==> src/rtl/fifo_wptr_full.sv <==
// fifo_wptr_full: write-domain pointer, read-pointer synchroniser, full/almost-full and fill level of an async FIFO
module fifo_wptr_full #(
  parameter int ADDR_W       = 4,
  parameter int AFULL_THRESH = (1 << ADDR_W) - 2
) (
  input  logic              i_wclk,
  input  logic              i_wrst,
  input  logic              i_winc,
  input  logic [ADDR_W:0]   i_rptr,
  output logic [ADDR_W-1:0] o_waddr,
  output logic [ADDR_W:0]   o_wptr,
  output logic              o_wfull,
  output logic              o_wAlmostFull,
  output logic [ADDR_W:0]   o_wlevel
);
  localparam logic [ADDR_W:0] AF = (ADDR_W+1)'(AFULL_THRESH);
  logic [ADDR_W:0] wbin, wgray, rq1, rq2, wbin_next, wgray_next, rbin;
  logic            wfull, wr;
  always_comb begin
    wr         = i_winc & ~wfull;
    wbin_next  = wbin + {{ADDR_W{1'b0}}, wr};
    wgray_next = (wbin_next >> 1) ^ wbin_next;
    for (int i = 0; i <= ADDR_W; i++) rbin[i] = ^(rq2 >> i);
  end
  // full compares the next Gray pointer with the synchronised read pointer, so it is never late
  always_ff @(posedge i_wclk) begin
    if (i_wrst) begin
      {wbin, wgray, rq1, rq2} <= '0;
      wfull                   <= 1'b0;
    end else begin
      wbin  <= wbin_next;
      wgray <= wgray_next;
      rq1   <= i_rptr;
      rq2   <= rq1;
      wfull <= wgray_next == {~rq2[ADDR_W:ADDR_W-1], rq2[ADDR_W-2:0]};
    end
  end
  assign o_waddr       = wbin[ADDR_W-1:0];
  assign o_wptr        = wgray;
  assign o_wfull       = wfull;
  assign o_wlevel      = wbin - rbin;
  assign o_wAlmostFull = o_wlevel >= AF;
endmodule

==> config.mk <==
export PLATFORM = sky130hd
export DESIGN_NAME = fifo_wptr_full
export DESIGN_NICKNAME = d
export VERILOG_FILES = /design/src/rtl/fifo_wptr_full.sv
export SDC_FILE = /design/constraint.sdc
export NUM_CORES = 1
export LEC_CHECK = 0
export ABC_AREA = 1
export BUFFER_PORTS_ARGS = -buffer_cell sky130_fd_sc_hd__buf_2
export CAP_MARGIN = 0
export CELL_PAD_IN_SITES_DETAIL_PLACEMENT = 1
export CELL_PAD_IN_SITES_GLOBAL_PLACEMENT = 2
export CORE_ASPECT_RATIO = 1.4
export CORE_MARGIN = 1
export CORE_UTILIZATION = 28
export DETAILED_ROUTE_END_ITERATION = 10
export PLACE_DENSITY = 0.8
export SLEW_MARGIN = 20
export SYNTH_ARGS = -nofsm -noshare
export SYNTH_HDL_FRONTEND = slang
export SYNTH_SLANG_ARGS = --single-unit
==> constraint.sdc <==
create_clock -name i_wclk -period 2.5 [get_ports i_wclk]
set_clock_uncertainty 0.05 [all_clocks]
set_input_delay 0.25 -clock i_wclk [delete_from_list [all_inputs] [get_ports i_wclk]]
set_output_delay 0.25 -clock i_wclk [all_outputs]
set_load 0.005 [all_outputs]
; ---- After elaboration in Yosys (flattened, before gate mapping)
; Index checks and enable logic that the tools add are counted.
[word_totals]
elab_cells = 18
regBits = 21
output_inout_bits = 16
in_bits = 8
[op_classes]
reduce_logical = 5
n_eq_ne = 1
addsub = 2
bitwise_logic = 4
order_cmp = 1
[ops]
columns = operator, count
row1 = 5-bit parity, 5
row2 = 5-bit by 1-bit adder with 5-bit output, 1
row3 = 5-bit == test, 1
row4 = 5-bit by 4-bit >= comparator with 1-bit output (second input constant), 1
row5 = 5-bit subtractor, 1
row6 = 4-bit by 5-bit XOR with 5-bit output, 1
row7 = 2-bit NOT, 1
row8 = 1-bit bitwise AND, 1
row9 = 1-bit NOT, 1

; ---- Logic depth before layout (Yosys ltp)
; Gate-level depths: netlist of run 1.
[logic_depth]
word_depth = 5
ltp_mapped = 13
ltp_nobuf = 13

; ---- Worst setup path before layout of run 1
; No wires, ideal clock.
[synth_path]
path_type = reg-to-output
from = register rq2[4]
to = output port o_wAlmostFull
slack_ns = 0.283
path_buffers = 0
stages_incl_launch_ff = 9
arrival_time_ns = 1.917
required_ns = 2.200
cell_sequence = dfxtp_1 xnor2_2 xnor2_2 xor2_1 ha_1 fa_1 xnor2_1 nand2_1 o21ai_0
[synth_via]
elab_chain_cells = 3
elab_cells_between_ends = 7
cone_classes = 1 x add/sub / 1 x order compare / 5 x reduce/logical
[synth_lines]
columns = element, line
row1 = start: declaration, 17  ; logic [ADDR_W:0] wbin, wgray, rq1, rq2, wbin_next, wgray_next, rbin;
row2 = start signal: assignment, 34  ; rq2 <= rq1;
row3 = 5-bit parity, 23  ; for (int i = 0; i <= ADDR_W; i++) rbin[i] = ^(rq2 >> i);
row4 = 5-bit subtractor *, 41  ; assign o_wlevel = wbin - rbin;
row5 = named net o_wlevel[2], 14  ; output logic [ADDR_W:0] o_wlevel
row6 = 5-bit by 4-bit >= comparator with 1-bit output *, 42  ; assign o_wAlmostFull = o_wlevel >= AF;
row7 = end: declaration, 13  ; output logic o_wAlmostFull,
; Mark *: on every way through the listed nets, which the timed path passes. The rest lies on a longest branch.

; ---- Final worst setup path of run 1
[layout_path]
from = register rq2[4]
to = output port o_wAlmostFull
[layout_via]
elab_chain_cells = 3
elab_cells_between_ends = 7
cone_classes = 1 x add/sub / 1 x order compare / 5 x reduce/logical
[layout_lines]
columns = element, line
row1 = 5-bit parity, 23
row2 = 5-bit subtractor *, 41
row3 = 5-bit by 4-bit >= comparator with 1-bit output *, 42
; Every way passes the cells marked *; elsewhere a longest branch is shown, timed or not.

==> metrics.cfg, run 1 <==
[floorplanning]
design.core.area_sq_um=3643
rows=26
die_height_um=74.97
chipWidth_um=54.12
pin_count=24
initial_utilization_pct=29.22
dieArea_sq_um=4057

[hold_path]
min_path_type=in -> reg
worstHoldStart=i_rptr[0]
hold_end=rq1[0]
hold_path_depth=3

[power_and_ir_drop]
powerDensity_nw_per_um2=600.2
vdd_drop_max_mv=0.3705
power_w=0.0008441
p_leak_nw=0.7297

[timing]
grt_setup_unrepaired=true
fmax_ghz=0.3951
fin_tns_setup_ns=-0.04440
fin_crit_sh_pct=101.2
maxSlewHeadroom_pct=76.03
final-hold-violation-count=0
worst_pin_slew_ns=0.3596
drv_slew=0
setup_viol=2
hold_slack_ns=0.1370
timing.final.ws_setup_ns=-0.03104
min_period_ns=2.531

[setup_path]
r2r_cells=11
required_ns=2.20
crit_fanout=3
rr_endpoint=o_wfull
arrival_ns=2.23
rrSetupSlack_ns=0.70
critPathCaptureType=primary output
reg2reg_from=o_wfull
startpoint_type=flip-flop
worstSetupPathType=reg -> out

[layout]
fin_nets=199
layout-drive-gt1-share_pct=30.60
antennaDiodeCount=0
layout_common_cells=34 x nand2_1, 29 x inv_1, 23 x buf_2, 18 x nor2_1, 17 x dfxtp_1
final_common_cell=nand2_1
post-route-util_pct=38.60
area_growth_pct=32.08
fillers=464

[clock_tree]
cts-htree-levels=1
hold_buffers=0
cts.sinks=20
cts_max_path_buffers=2
cts_tree=built
clkTransAtPathRegs_ns=0.07
numCtsBuffers=3
cts_root_buf=clkbuf_8
clk_latency_ns=0.26

[synthesis]
synth_mux_area_share_pct=0
synthDistinctLibCells=19
syn_inst=151
yosys.area_share.xor_xnor_pct=7.991
ys_seq_area_share_pct=37.60
synth_nets=166
synthSimpleGateAreaFrac_pct=29.61
synthAdderAreaFrac_pct=8.931
synth_seq_cells=20
yosys_warnings=0
synth_top_family_by_area=simple AND/OR/NAND/NOR gates
syn_area_per_cell_sq_um=7.051
synth_compound_area_share_pct=3.760
synth_area_sq_um=1065

[grt]
grt_pass1_wl_um=4112
grt_pass1_vias=1033
overflow=0
grt_max_degree=21
antenna_found_initial=0
grt_usage_pct=13.95

[drt]
initialDrtViolationCount=3
routed-via-count=1009
post_drt_wl_per_cell_um=11.16
drc_errors=0
ant_nets=0
dr.pass1.iters=3
vias_per_cell=4.484
wirelength_um=2512

[placement]
dp_hpwl_um=2008
dp_worst_setup_slack_ns=0.02405
gp_congestion=0.7576
place.port_buffers=23

[job]
maxCapViolCount=0

[status]
status=finished with violations
failed_checks=setup timing

## per-stage QoR
| step | std cells | instance area (sq um) |
|---|---|---|
| after floorplan | 151 | 1065 |
| after global placement | 214 | 1224 |
| after detailed placement | 214 | 1224 |
| after CTS | 222 | 1329 |
| after global routing | 225 | 1406 |
| final | 225 | 1406 |
## sequential cells by signal (all words and copies together), names as in the netlist
register and flops:
wbin 5, o_wptr 4, o_wfull 1, rq1 5, rq2 5
## power breakdown
group | internal, W | switching, W
sequential | 0.000333 | 0.0000116
combinational | 0.000125 | 0.000129
clock | 0.000140 | 0.000106
## cells in the mapped netlist
| cell | count | share of area [%] |
|---|---|---|
| nand2_1 | 36 | 13 |
| inv_1 | 31 | 11 |
| dfxtp_1 | 20 | 38 |
| nor2_1 | 18 | 6.3 |
| nand3_1 | 14 | 6.6 |
| a21oi_1 | 6 | 2.8 |
| ha_1 | 6 | 7.1 |
| xnor2_1 | 4 | 3.3 |
| nand2_2 | 2 | 1.2 |
| nand4_1 | 2 | 1.2 |
| o21ai_0 | 2 | 0.94 |
| xnor2_2 | 2 | 3.1 |
| xor2_1 | 2 | 1.6 |
| buf_1 | 1 | 0.35 |
| buf_2 | 1 | 0.47 |
| clkinv_1 | 1 | 0.35 |
| fa_1 | 1 | 1.9 |
| nand3_2 | 1 | 0.94 |
| nand3b_1 | 1 | 0.71 |
## cells by family after synthesis
logic type | Yosys count
AND/OR/NAND/NOR | 74
flip-flops | 20
buffers and inverters | 34
XOR/XNOR | 8
adder cells (fa/ha/maj) | 7
AO/OA/AOI/OAI | 8
## how the worst max path moves through the flow
stage | start | end | slack [ns] | depth (start not counted)
global placement | rq2[4] | o_wAlmostFull | 0.14 | 11
floorplan | rq2[4] | o_wAlmostFull | 0.28 | 8
finish | rq2[4] | o_wAlmostFull | -0.03 | 11
global route | rq2[4] | o_wAlmostFull | -0.15 | 9
CTS | rq2[3] | o_wAlmostFull | -0.03 | 11
detailed placement | rq2[4] | o_wAlmostFull | 0.02 | 11
## worst max-delay path, stage by stage, from the launching register on
cell	delay [ns]
dfxtp_4	0.37
xnor2_4	0.21
xnor2_2	0.11
xor2_1	0.16
ha_2	0.21
fa_2	0.39
inv_2	0.07
nand3_2	0.06
nand2_2	0.08
xnor2_2	0.12
o21ai_2	0.07
buf_2	0.12
## layer usage
layer | global-route usage [%] | routed length, um | vias up
li1 | - | - | 519
met1 | 13.81 | 997 | 466
met3 | 1.212 | 58 | 6
met2 | 26.61 | 1394 | 18
met4 | 8.832 | 61 | 0
met5 | 0 | 0 | -
## what timing repair did
action / in CTS / in global routing
pin swaps: 3 / 9
gates cloned: 0 / 0
buffers inserted: 4 / 3
endpoints found under the setup margin: 3 / 3
resized for setup: 8 / 14
## final cells by class
class | count | area, sq um | share of cell area [%]
clock buffers | 4 | 55.05 | 3.915
inverters | 32 | 120.1 | 8.541
multi-input cells | 97 | 601.8 | 42.79
flip-flops and latches | 20 | 409.1 | 29.09
well taps | 42 | 52.55 | 3.737
repair buffers | 30 | 167.7 | 11.92
Note: power is estimated with default switching activity, not from simulation.
==> run 2, diff against run 1 <==
CELL_PAD_IN_SITES_DETAIL_PLACEMENT = 0   (was 1)
CELL_PAD_IN_SITES_GLOBAL_PLACEMENT = 1   (was 2)
CORE_UTILIZATION = 33   (was 28)
PLACE_DENSITY = 0.77   (was 0.8)
clock period = 2.1 ns   (was 2.5 ns; I/O delays follow)
==> run 2 against run 1 <==
Effect of this change:
- the run still ends with setup timing left
- cell area fell by 0.98%
- sequential power rose by 19%
- critical path depth is 1 lower
- worst setup slack lost 0.34 ns
- cell count fell by 0.89%
- non-clock buffer count up 2
- routed wire length is 16% lower
- clock power about the same
- global-route usage barely moved
- register-to-register slack worse by 0.44 ns
- critical path type unchanged
==> metrics.cfg, run 2 (synthesized netlist as in run 1, its figures left out) <==
[status]
status=finished with violations
failed_checks=setup timing

[grt]
grt_max_degree=21
antenna_found_initial=0
grt_usage_pct=14.00
grt_pass1_wl_um=3677
grt_pass1_vias=921
overflow=0

[timing]
fin_crit_sh_pct=117.9
worst_pin_slew_ns=0.3342
hold_slack_ns=0.09793
fmax_ghz=0.4040
min_period_ns=2.475
maxSlewHeadroom_pct=77.72
setup_viol=5
grt_setup_unrepaired=true
timing.final.ws_setup_ns=-0.3751
final-hold-violation-count=0
drv_slew=0

[setup_path]
arrival_ns=2.22
required_ns=1.84
worstSetupPathType=reg -> out
critPathCaptureType=primary output
startpoint_type=flip-flop
crit_fanout=4
reg2reg_from=o_wfull
crit_start=rq2[3]
rrSetupSlack_ns=0.26
rr_endpoint=o_wfull
r2r_cells=11
endpoint=o_wAlmostFull

[clock_tree]
clk_latency_ns=0.26
cts.sinks=20
cts_root_buf=clkbuf_8
hold_buffers=0
cts_max_path_buffers=2
numCtsBuffers=3
clkTransAtPathRegs_ns=0.07
cts_tree=built
cts-htree-levels=1

[layout]
fin_nets=201
final_common_cell=nand2_1
layout-drive-gt1-share_pct=28.80
layout_common_cells=35 x nand2_1, 29 x inv_1, 23 x buf_2, 18 x nor2_1, 17 x dfxtp_1
stdcell_count=223
fillers=323
reg_top3=rq1 (5), rq2 (5), wbin (5)
area_growth_pct=30.79
antennaDiodeCount=0
post-route-util_pct=45.02

[power_and_ir_drop]
power.internal_w=0.0006681
power_frac_clock_pct=26.0
p_leak_nw=0.7342
power_w=0.0009394
vdd_drop_max_mv=0.4075
swShare_pct=28.88
powerDensity_nw_per_um2=674.6
p_seq_share_pct=43.6
p_comb_share_pct=30.4
p_sw_w=0.0002713

[floorplanning]
chipWidth_um=50.01
rows=24
die_height_um=69.21
design.core.area_sq_um=3093
dieArea_sq_um=3461
initial_utilization_pct=34.43
pin_count=24

[job]
maxCapViolCount=0

[drt]
ant_nets=0
wirelength_um=2114
vias_per_cell=4.368
routed-via-count=974
dr.pass1.iters=4
post_drt_wl_per_cell_um=9.480
initialDrtViolationCount=14
drc_errors=0

[placement]
dp.cells=218
gp_congestion=0.7464
dp_hpwl_um=1710
place.port_buffers=23
dp_worst_setup_slack_ns=-0.1284

[hold_path]
min_path_type=in -> reg

[run 2: power by group through the flow]
stage / Combinational (W) / Clock, W / Sequential, W
after CTS: 0.000272 / 0.000257 / 0.000409
final: 0.000286 / 0.000244 / 0.000409
after detailed placement: 0.000260 / 0 / 0.000417
after global routing: 0.000322 / 0.000279 / 0.000412
after floorplan: 0.000164 / 0 / 0.000418
after global placement: 0.000251 / 0 / 0.000416
[run 2: metal layers]
layer | wire length [um] | up-vias | share of wire [%] | GRT usage (%)
li1 | - | 525 | - | -
met1 | 779 | 421 | 37 | 13.28
met2 | 1210 | 21 | 57 | 27.41
met3 | 57 | 7 | 2.7 | 1.535
met4 | 66 | 0 | 3.1 | 7.619
met5 | 0 | - | 0 | 0
[run 2: worst min path at each step]
| stage | depth (start not counted) | endpoint | start |
|---|---|---|---|
| floorplan | 2 | rq1[0] | i_rptr[0] |
| global placement | 2 | rq2[0] | rq1[0] |
| detailed placement | 2 | rq2[3] | rq1[3] |
| CTS | 3 | rq1[2] | i_rptr[2] |
| global route | 3 | rq1[2] | i_rptr[2] |
| finish | 3 | rq1[1] | i_rptr[1] |
[run 2: metrics by stage]
| step | area [sq um] | TNS, ns |
|---|---|---|
| 6_report | 1393 | -1.194 |
| 5_1_grt | 1393 | -1.684 |
| 4_1_cts | 1348 | -1.304 |
| 3_5_place_dp | 1282 | -0.2164 |
| 3_3_place_gp | 1282 | -0.1283 |
| 2_1_floorplan | 1075 | 0 |
[run 2: critical path, cell delays in order (launching register included)]
cell and delay, ns:
dfxtp_4 0.36, xnor2_4 0.15, buf_4 0.14, buf_6 0.11, xor2_2 0.13, ha_1 0.34
a21oi_1 0.19, o21ai_1 0.11, xnor2_1 0.21, o21ai_1 0.09, buf_2 0.12
[run 2: area by class of cell]
cell class                 instances  area, sq um  area share [%]
tap                               39        48.80           3.504
multi-input combinational         97        589.3           42.32
clock buffer                       3        41.29           2.965
timing repair buffer              32        186.4           13.39
inverter                          32        120.1           8.625
sequential                        20        406.6           29.20
[run 2: repair_timing]
action / in CTS / in global routing
setup endpoints to repair: 5 / 5
pin swaps: 3 / 7
setup buffers: 1 / 2
gates resized for setup: 6 / 9
